[config.mk]
export PLATFORM = sky130hd
export DESIGN_NAME = block_copy_engine
export DESIGN_NICKNAME = d
export VERILOG_FILES = /design/src/rtl/block_copy_engine_pkg.sv /design/src/rtl/block_copy_engine.sv
export SDC_FILE = /design/constraint.sdc
export NUM_CORES = 1
export LEC_CHECK = 0
export ABC_AREA = 1
export BUFFER_PORTS_ARGS = -buffer_cell sky130_fd_sc_hd__buf_2
export CAP_MARGIN = 20
export CORE_MARGIN = 10
export CORE_UTILIZATION = 35
export CTS_CLUSTER_SIZE = 24
export DETAILED_ROUTE_END_ITERATION = 6
export PLACE_DENSITY = 0.7
export RECOVER_POWER = 50
export SYNTH_ARGS = -nofsm -noshare
export SYNTH_HDL_FRONTEND = slang
export SYNTH_SLANG_ARGS = --single-unit
[constraint.sdc]
create_clock -name clk -period 5.4 [get_ports clk]
set_input_delay 1.08 -clock clk [delete_from_list [all_inputs] [get_ports clk]]
set_output_delay 1.08 -clock clk [all_outputs]
set_load 0.02 [all_outputs]
[src/rtl/block_copy_engine_pkg.sv]
// Shared types for the byte copy engine: FSM state encoding and the
// descriptor layout that upstream store_* blocks use to issue copies.
package block_copy_engine_pkg;

   localparam int BCE_DDR3_AW = 28;
   localparam int BCE_DST_AW  = 25;
   localparam int BCE_LEN_W   = 25;

   typedef enum logic [2:0] {
      ST_IDLE    = 3'd0,
      ST_RD_REQ  = 3'd1,
      ST_RD_WAIT = 3'd2,
      ST_WR      = 3'd3,
      ST_WR_WAIT = 3'd4,
      ST_FINISH  = 3'd5
   } copy_state_t;

   typedef struct packed {
      logic [BCE_DDR3_AW-1:0] src;
      logic [BCE_DST_AW-1:0]  dst;
      logic [BCE_LEN_W-1:0]   length;
      logic                   target;
      logic                   fill_en;
      logic [7:0]             fill_value;
   } copy_desc_t;

endpackage

[src/rtl/block_copy_engine.sv]
// Byte-wide copy/fill engine: moves bytes from the DDR3 staging area into
// BRAM or SDRAM, or writes a constant fill byte without touching DDR3.
//
// state    | meaning
// ---------+-----------------------------------------------------------
// IDLE     | waiting for start; descriptor latched on start
// RD_REQ   | one-cycle DDR3 read strobe at the current source address
// RD_WAIT  | waiting for ddr3_ready, then capture the read byte
// WR       | BRAM write (single cycle) or SDRAM write once sdram_ready
// WR_WAIT  | waiting for the SDRAM write to complete
// FINISH   | drop requests, raise done/aborted on the following cycle
module block_copy_engine
   import block_copy_engine_pkg::*;
#(
   parameter int DDR3_AW = BCE_DDR3_AW,
   parameter int DST_AW  = BCE_DST_AW,
   parameter int LEN_W   = BCE_LEN_W
) (
   input  logic               clk,
   input  logic               reset,
   input  logic               start,
   input  logic               abort,
   input  logic [DDR3_AW-1:0] src_addr,
   input  logic [DST_AW-1:0]  dst_addr,
   input  logic [LEN_W-1:0]   length,
   input  logic               target,
   input  logic               fill_en,
   input  logic [7:0]         fill_value,
   output logic               busy,
   output logic               done,
   output logic               aborted,
   output logic [LEN_W-1:0]   byte_count,
   output logic [DDR3_AW-1:0] ddr3_addr,
   output logic               ddr3_rd,
   input  logic [7:0]         ddr3_dout,
   input  logic               ddr3_ready,
   output logic               ddr3_request,
   output logic [DST_AW-1:0]  bram_addr,
   output logic [7:0]         bram_din,
   output logic               bram_we,
   output logic               bram_request,
   output logic [DST_AW-1:0]  sdram_addr,
   output logic [7:0]         sdram_din,
   output logic               sdram_we,
   output logic               sdram_request,
   input  logic               sdram_ready
);

   localparam logic [2:0] IDLE    = ST_IDLE;
   localparam logic [2:0] RD_REQ  = ST_RD_REQ;
   localparam logic [2:0] RD_WAIT = ST_RD_WAIT;
   localparam logic [2:0] WR      = ST_WR;
   localparam logic [2:0] WR_WAIT = ST_WR_WAIT;
   localparam logic [2:0] FINISH  = ST_FINISH;

   logic [2:0]         state;
   logic [2:0]         state_nx;
   logic [2:0]         byte_nx;
   logic [DDR3_AW-1:0] src;
   logic [DST_AW-1:0]  dst;
   logic [LEN_W-1:0]   remaining;
   logic [7:0]         data;
   logic               tgt;
   logic               fill;
   logic               abort_flag;
   logic               dst_owned;
   logic               wr_done;
   logic               last_byte;

   // A byte is finished when the BRAM write fires or the SDRAM write completes.
   assign wr_done   = ((state == WR) && !tgt) || ((state == WR_WAIT) && sdram_ready);
   assign last_byte = (remaining == LEN_W'(1));

   // Where to go after a completed write; the final byte beats a pending abort.
   always_comb begin
      byte_nx = fill ? WR : RD_REQ;
      if (last_byte || abort) begin
         byte_nx = FINISH;
      end
   end

   // Next-state decode.
   always_comb begin
      state_nx = state;
      case (state)
         IDLE: begin
            if (start) begin
               if (length == '0) begin
                  state_nx = FINISH;
               end else if (fill_en) begin
                  state_nx = WR;
               end else begin
                  state_nx = RD_REQ;
               end
            end
         end
         RD_REQ:  state_nx = RD_WAIT;
         RD_WAIT: if (ddr3_ready) state_nx = WR;
         WR: begin
            if (!tgt) begin
               state_nx = byte_nx;
            end else if (sdram_ready) begin
               state_nx = WR_WAIT;
            end
         end
         WR_WAIT: if (sdram_ready) state_nx = byte_nx;
         FINISH:  state_nx = IDLE;
         default: state_nx = IDLE;
      endcase
   end

   // State, descriptor registers, address/length counters and status pulses.
   always_ff @(posedge clk or posedge reset) begin
      if (reset) begin
         state      <= IDLE;
         src        <= '0;
         dst        <= '0;
         remaining  <= '0;
         data       <= '0;
         tgt        <= 1'b0;
         fill       <= 1'b0;
         abort_flag <= 1'b0;
         dst_owned  <= 1'b0;
         busy       <= 1'b0;
         done       <= 1'b0;
         aborted    <= 1'b0;
         byte_count <= '0;
      end else begin
         state   <= state_nx;
         done    <= 1'b0;
         aborted <= 1'b0;
         case (state)
            IDLE: begin
               if (start) begin
                  src        <= src_addr;
                  dst        <= dst_addr;
                  remaining  <= length;
                  tgt        <= target;
                  fill       <= fill_en;
                  data       <= fill_value;
                  abort_flag <= 1'b0;
                  busy       <= 1'b1;
                  byte_count <= '0;
               end
            end
            RD_WAIT: begin
               if (ddr3_ready) begin
                  data <= ddr3_dout;
               end
            end
            FINISH: begin
               done    <= !abort_flag;
               aborted <= abort_flag;
               busy    <= 1'b0;
            end
            default: ;
         endcase
         if (wr_done) begin
            src        <= src + DDR3_AW'(1);
            dst        <= dst + DST_AW'(1);
            remaining  <= remaining - LEN_W'(1);
            byte_count <= byte_count + LEN_W'(1);
            if (!last_byte && abort) begin
               abort_flag <= 1'b1;
            end
         end
         // Destination ownership is held from the first write until FINISH,
         // including the read phases between bytes.
         if (state_nx == WR) begin
            dst_owned <= 1'b1;
         end else if ((state_nx == FINISH) || (state_nx == IDLE)) begin
            dst_owned <= 1'b0;
         end
      end
   end

   assign ddr3_addr     = src;
   assign ddr3_rd       = (state == RD_REQ);
   assign ddr3_request  = (state == RD_REQ) || (state == RD_WAIT);

   assign bram_addr     = dst;
   assign bram_din      = data;
   assign bram_we       = (state == WR) && !tgt;
   assign bram_request  = dst_owned && !tgt;

   assign sdram_addr    = dst;
   assign sdram_din     = data;
   assign sdram_we      = (state == WR) && tgt && sdram_ready;
   assign sdram_request = dst_owned && tgt;

endmodule

==> results of run 1 <==
-- path summary, 6_finish.rpt --
kind,from,to,slack (ps),depth (start not counted)
hold / removal,abort_flag,done,420,1
setup reg to reg,state[2],bram_din[4],1550,6
hold reg to reg,abort_flag,done,420,1
min in group asynchronous,reset,ddr3_addr[20],1240,2
max in group asynchronous,reset,bram_din[0],2780,3
setup / recovery,state[2],bram_din[4],1550,6
-- metrics by stage --
step                cells  power, mW  hold slack, ps
floorplan            1074       3.74             403
CTS                  1552       5.69             424
finish               1553       5.60             420
global placement     1520       4.39             417
global route         1553       6.05             448
detailed placement   1520       4.46             416
-- kinds of logic (layout without fill, tap and decap cells) --
logic type	count (synthesis)	in the layout	share of synthesized area (%)
and+or+nand+nor	569	569	31.8
AOI/OAI and AO/OA	176	176	14.2
adders and majority gates	5	5	0.810
muxes	2	2	0.259
buffers and inverters	179	377	11.3
other	0	1	0
DFF	121	121	39.2
xor gates and xnor gates	22	22	2.50
-- worst max-delay path, stage by stage (launching register included) --
cell and delay, ps:
dfrtp_1 440, inv_1 240, nand3_1 200, clkbuf_1 1680
nand2_1 810, nor2_1 250, a31oi_1 60
-- layout by cell type, fill, tap and decap left out, types with 6 or more instances in the layout --
| master | instances |
|---|---|
| a21oi_1 | 27 |
| o211ai_1 | 26 |
| o21ai_0 | 53 |
| nand2_1 | 252 |
| nor3_1 | 23 |
| clkbuf_1 | 48 |
| nor2_1 | 146 |
| o21ai_1 | 10 |
| a31oi_1 | 11 |
| xor2_1 | 14 |
| a22oi_1 | 26 |
| clkbuf_16 | 17 |
| nand3_1 | 94 |
| xnor2_1 | 8 |
| inv_1 | 106 |
| dfrtp_1 | 121 |
| nand4_1 | 20 |
| o22ai_1 | 6 |
| buf_2 | 185 |
| nor4_1 | 6 |
-- registers in the layout, summed over array words and instances, names as in the netlist --
signal / flops
ddr3_addr: 28
done: 1
byte_count: 25
bram_addr: 25
tgt: 1
aborted: 1
busy: 1
remaining: 25
fill: 1
abort_flag: 1
bram_din: 8
dst_owned: 1
state: 3
-- area by class of cell --
| cell class | count | area [um2] |
|---|---|---|
| Antenna cell | 1 | 2.50 |
| Clock buffer | 25 | 505 |
| Clock inverter | 7 | 113 |
| Fill cell | 2322 | 12400 |
| Inverter | 110 | 414 |
| Multi-Input combinational cell | 774 | 3830 |
| Sequential cell | 121 | 3030 |
| Tap cell | 280 | 350 |
| Timing Repair Buffer | 235 | 1130 |
-- metal layers --
layer / part of all wire, % / wire (um)
met1: 42 / 10700
met2: 49 / 12300
met3: 7.0 / 1780
met4: 2.1 / 524
met5: 0.11 / 27
-- power by group through the flow --
stage	Clock [mW]	Combinational (mW)	Sequential [mW]
final	1.20	2.65	1.74
after global routing	1.28	2.97	1.80
after CTS	1.23	2.73	1.73
after detailed placement	0	2.71	1.74
after global placement	0	2.66	1.73
after floorplan	0	1.82	1.93
==> flow_summary_export.csv, run 1 <==
group,metric,value,unit
timing,slew_viol_final,93,
synthesis,synthTopCellsByArea,"dfrtp_1 (39%), nand2_1 (12%), nor2_1 (7.1%)",
min_path,hold_path.class,"reg2reg",
power_and_ir_drop,pwr-share-clk,21.5,%
run_status,violations,"max-capacitance violations, max-slew violations",
synthesis,synthTopCellsByCount,"nand2_1 (252), nor2_1 (146), dfrtp_1 (121), inv_1 (107), nand3_1 (93)",
clocking,cts_root_buffer,"clkbuf_16",
run_status,run_status,"finished with violations",
placed_design,place.gp.congestion,0.890,
timing,fin_setup_tns,0,ps
synthesis,synth_edf_count,0,
global_routing,met3_usage,5.53,%
clocking,cts_buffer_depth,2,
worst_setup_path,worstPathArrival,4120,ps
final_layout,nets,1366,
placed_design,dp_hpwl,18500,um
power_and_ir_drop,p_seq_share,31.1,%
power_and_ir_drop,internal_power,2.89,mW
final_layout,area_growth,21.4,%
clocking,cts.sinks,121,
global_routing,track_usage,17.4,%
floorplanning,dieArea,0.0284,mm2
clocking,post_cts_resized,0,
global_routing,globalRouteMet1Util,20.9,%
detailed_routing,wl,25300,um
timing,maxSlewHeadroom,-55.3,%
worst_setup_path,required,5670,ps
detailed_routing,postRouteAntennaNets,0,
timing,fin_worst_skew,11.7,ps
worst_setup_path,critical_path_class,"reg2reg",
power_and_ir_drop,power_density,597,mW/mm2
timing,fin_crit,3850,ps
timing,fin_crit_sh,71.2,%
placed_design,portBuffers,229,
run,cap_violations,2,
final_layout,utilization,43.1,%
global_routing,busiest_layer,"met2",
detailed_routing,drt_iter0_drc,548,
clocking,cts_setup_buffers,0,
detailed_routing,drc,0,
synthesis,synth_cell_types,47,
floorplanning,start_util,35.5,%
detailed_routing,vias,7967,
floorplanning,rows,54,
synthesis,syn_nets,1181,
floorplanning,boundaryPins,230,
synthesis,synth_cells,1074,
synthesis,yosysMostFrequentCell,"nand2_1",
floorplanning,die_y,169,um
power_and_ir_drop,power.leakage,4.41,nW
synthesis,synth_area_leader_cell,"dfrtp_1",
clocking,htree_levels,4,
power_and_ir_drop,ir_worst_vdd,250,uV
synthesis,synth_top_area_share,39.2,%
clocking,clk_latency,430,ps
detailed_routing,wl_per_cell,16.3,um
synthesis,synth-seq-cells,121,
clocking,cts_tree,"yes",
placed_design,placed_cell_area,0.00882,mm2
timing,setup_viol_count_final,0,
timing,max_clock_freq,260,MHz
global_routing,grt_max_degree,66,
global_routing,grt.overflow.total,0,
clocking,clk_pin_slew_worst_paths,50,ps
power_and_ir_drop,p_comb_share,47.4,%
final_layout,postLayoutCellArea,0.00937,mm2
detailed_routing,via_per_inst,5.13,
power_and_ir_drop,p_sw,2.71,mW
timing,tightest_slew,2330,ps
synthesis,seq_area_frac_synth,39.2,%
global_routing,grtUsageMet2,29.0,%
detailed_routing,drt-pass1-iter-count,5,
worst_setup_path,path_max_fanout,44,
timing,rsz0062_at_grt,"no",
power_and_ir_drop,p_sw_share,48.4,%
clocking,numCtsBuffers,17,
timing,fin_ws,1550,ps
synthesis,async_reset_ff_share,100,%
global_routing,grt_first_pass_wirelength,40700,um
synthesis,avgSynthCellArea,7.19,um2
synthesis,syn_area,0.00772,mm2
floorplanning,fp.dieW,169,um
global_routing,grt_pass1_vias,7835,
timing,final_hold_viol_count,0,
floorplanning,core,0.0218,mm2
final_layout,layout-drive-gt1-share,19.3,%
worst_setup_path,setup.worst_path.start_class,"register",
synthesis,yosysWarningCount,0,
placed_design,dp_worst_setup_slack,2120,ps
global_routing,grt_antenna_before_repair,3,
synthesis,dominantRegCellSynth,"dfrtp_1",
worst_setup_path,cp-end-kind,"register",
clocking,postCtsHoldBufs,0,
Note: power is estimated with default switching activity, not from simulation.
==> run 2, diff against run 1 <==
--- a/config.mk
+++ b/config.mk
@@ -5,14 +5,14 @@
 export SDC_FILE = /design/constraint.sdc
 export NUM_CORES = 1
 export LEC_CHECK = 0
-export ABC_AREA = 1
+export ABC_AREA = 0
 export BUFFER_PORTS_ARGS = -buffer_cell sky130_fd_sc_hd__buf_2
 export CAP_MARGIN = 20
 export CORE_MARGIN = 10
 export CORE_UTILIZATION = 35
 export CTS_CLUSTER_SIZE = 24
 export DETAILED_ROUTE_END_ITERATION = 6
-export PLACE_DENSITY = 0.7
+export PLACE_DENSITY = 0.71
 export RECOVER_POWER = 50
 export SYNTH_ARGS = -nofsm -noshare
 export SYNTH_HDL_FRONTEND = slang
==> constraint.sdc (replaced) <==
create_clock -name clk -period 3.8 [get_ports clk]
set_input_delay 0.76 -clock clk [delete_from_list [all_inputs] [get_ports clk]]
set_output_delay 0.76 -clock clk [all_outputs]
set_load 0.02 [all_outputs]
==> run 2 against run 1 <==
The run still ends with max-capacitance violations, max-slew violations left; hold slack worse by 170 ps; maximum frequency up 33%; flip-flop and latch count did not move; critical path depth up 1; final area shrank 8.1%; critical endpoint is now byte_count[21]; utilization up 1.2 points; synthesized area shrank 10%; sequential power grew 42%; first-iteration DRC count decreased by 16%; count of clock-buffer cells in the layout fell by 2; die area fell by 9.1%; via count is 11% lower.
==> flow_summary_export.csv, run 2 <==
group,metric,value,unit
run_status,run_status,"finished with violations",
run_status,violations,"max-capacitance violations, max-slew violations",
power_and_ir_drop,ir_worst_vdd,338,uV
detailed_routing,drt_iter0_drc,462,
clocking,numCtsBuffers,17,
placed_design,place.gp.congestion,0.849,
floorplanning,boundaryPins,230,
floorplanning,fp.dieW,161,um
timing,setup_viol_count_final,0,
synthesis,synth_cells,785,
timing,maxSlewHeadroom,-58.1,%
synthesis,synthSimpleGateAreaFrac,25.8,%
run,cap_violations,1,
synthesis,syn_area,0.00692,mm2
timing,fin_crit_sh,76.2,%
synthesis,yosysWarningCount,0,
clocking,cts_tree,"yes",
floorplanning,start_util,35.6,%
global_routing,grt.overflow.total,0,
power_and_ir_drop,power_density,828,mW/mm2
synthesis,seq_area_frac_synth,43.7,%
synthesis,synthTopCellsByCount,"dfrtp_1 (121), nand2_1 (101), nor2_1 (75), nand3_1 (47), o21ai_0 (47)",
synthesis,syn_nets,892,
timing,max_clock_freq,346,MHz
final_layout,utilization,44.3,%
detailed_routing,route.top_layer_used,"met5",
synthesis,yosysMostFrequentCell,"dfrtp_1",
detailed_routing,drt-pass1-iter-count,5,
synthesis,synth_top_family_by_area,"simple AND/OR/NAND/NOR gates",
synthesis,synth-seq-cells,121,
final_layout,layout-drive-gt1-share,23.0,%
timing,fin_ws,906,ps
synthesis,avgSynthCellArea,8.82,um2
global_routing,grt_first_pass_wirelength,37700,um
synthesis,synth_top_area_share,43.7,%
detailed_routing,wl,23800,um
floorplanning,dieArea,0.0258,mm2
final_layout,final_cell_mix,"buf_2 (168), dfrtp_1 (121), nand2_1 (101), nor2_1 (74), clkbuf_1 (64)",
synthesis,async_reset_ff_share,100,%
synthesis,dominantRegCellSynth,"dfrtp_1",
synthesis,synth.area.mux_share,1.59,%
clocking,cts_buffer_depth,2,
placed_design,portBuffers,229,
placed_design,dp_hpwl,17300,um
synthesis,synth_edf_count,0,
timing,holdWs,249,ps
detailed_routing,via_per_inst,5.66,
detailed_routing,wl_met2,11300,um
timing,slew_viol_final,38,
clocking,clk_latency,420,ps
worst_setup_path,cp-end-kind,"register",
global_routing,grt_pass1_vias,6907,
synthesis,synthTopCellsByArea,"dfrtp_1 (44%), nand2_1 (5.5%), nor2_1 (4.1%)",
clocking,post_cts_resized,0,
synthesis,synth_cell_types,68,
detailed_routing,wl_per_cell,19.0,um
final_layout,nets,1079,
final_layout,area_growth,24.5,%
clocking,clk_pin_slew_worst_paths,60,ps
floorplanning,die_y,161,um
synthesis,synth_area_leader_cell,"dfrtp_1",
placed_design,dp_worst_setup_slack,911,ps
synthesis,synthAdderAreaFrac,0.904,%
floorplanning,rows,51,
global_routing,grt_max_degree,71,
final_layout,largest_reg_flops,28,
power_and_ir_drop,power.leakage,3.72,nW
timing,final_hold_viol_count,0,
min_path,hold_path.class,"in2async",
worst_setup_path,required,4100,ps
timing,fin_crit,2890,ps
detailed_routing,drc,0,
timing,fin_worst_skew,9.03,ps
detailed_routing,wl_met3,2090,um
detailed_routing,drt-met1-wl,10100,um
global_routing,grt_antenna_before_repair,4,
timing,rsz0062_at_grt,"no",
clocking,postCtsHoldBufs,0,
timing,tightest_slew,2370,ps
clocking,cts_setup_buffers,0,
clocking,cts.sinks,121,
worst_setup_path,path_max_fanout,22,
clocking,htree_levels,4,
clocking,cts_root_buffer,"clkbuf_16",
synthesis,synth_xor_area_share,0.380,%
detailed_routing,postRouteAntennaNets,0,
final_layout,layout_commonest_cell,"buf_2",
worst_setup_path,critical_path_class,"reg2reg",
timing,fin_setup_tns,0,ps
worst_setup_path,setup.worst_path.start_class,"register",
synthesis,synth_compound_area_share,20.8,%
floorplanning,core,0.0195,mm2
detailed_routing,vias,7088,
worst_setup_path,worstPathArrival,3190,ps
global_routing,track_usage,17.8,%
==> run 2: cell count changes in the layout (fill, tap and decap cells not counted), moves of 13 or more <==
cell	delta
nand2_1	-151
buf_2	-17
clkbuf_1	+16
o311ai_0	+17
nand3_1	-47
nor2_1	-72
a22oi_1	-22
inv_1	-89
and3_1	+13
==> run 2: through the flow <==
step | power (mW) | area [um2] | cells
after floorplan | 4.67 | 6930 | 785
after global placement | 5.61 | 8130 | 1217
after detailed placement | 5.69 | 8130 | 1217
after CTS | 7.23 | 8680 | 1249
after global routing | 7.64 | 8610 | 1251
final | 7.13 | 8620 | 1253
==> run 2: cells by family (layout without fill, tap and decap cells) <==
group | after synthesis | after routing
buffers and inverters | 90 | 290
other | 0 | 3
flip-flops | 121 | 121
multiplexers | 11 | 11
adder cells (fa/ha/maj) | 5 | 5
AND/OR/NAND/NOR | 352 | 352
XOR/XNOR | 3 | 3
AO/OA/AOI/OAI | 203 | 203
==> run 2: worst max-delay path, stage by stage, from the launching register on <==
cell and delay (ps):
dfrtp_1 630, nand4bb_1 400, inv_1 380, nor2_4 190
buf_4 210, nor3_1 600, nand4_1 200, mux2i_1 160
==> run 2: final timing paths <==
path                       startpoint              to  slack (ps)  cells past startpoint
max in group asynchronous       reset   bram_addr[12]        1060                      3
min in group clk           abort_flag            done         460                      1
min reg2reg                abort_flag            done         460                      1
max reg2reg                  state[0]  byte_count[21]         910                      7
max                          state[0]  byte_count[21]         910                      7
min                             reset    bram_addr[3]         250                      2
==> run 2: power by group <==
group,leakage (nW),internal [mW],total [mW],switching [mW]
Sequential,1.50,1.77,2.47,0.692
Clock,0.265,0.904,1.52,0.616
Combinational,1.96,1.09,3.15,2.06
Total,3.72,3.77,7.13,3.37
==> run 2: per-layer routing <==
layer,vias up,global-route usage (%)
li1,3322,-
met1,3439,22.4
met2,295,28.0
met3,30,6.06
met4,2,5.38
met5,-,0
==> run 2: final cells by class <==
cell class | instances | area (um2)
fill | 1928 | 10800
multi-input combinational | 574 | 3450
sequential | 121 | 3030
timing repair buffer | 240 | 1170
clock buffer | 23 | 488
tap | 265 | 332
inverter | 18 | 68.8
clock inverter | 9 | 67.6
antenna | 3 | 7.51
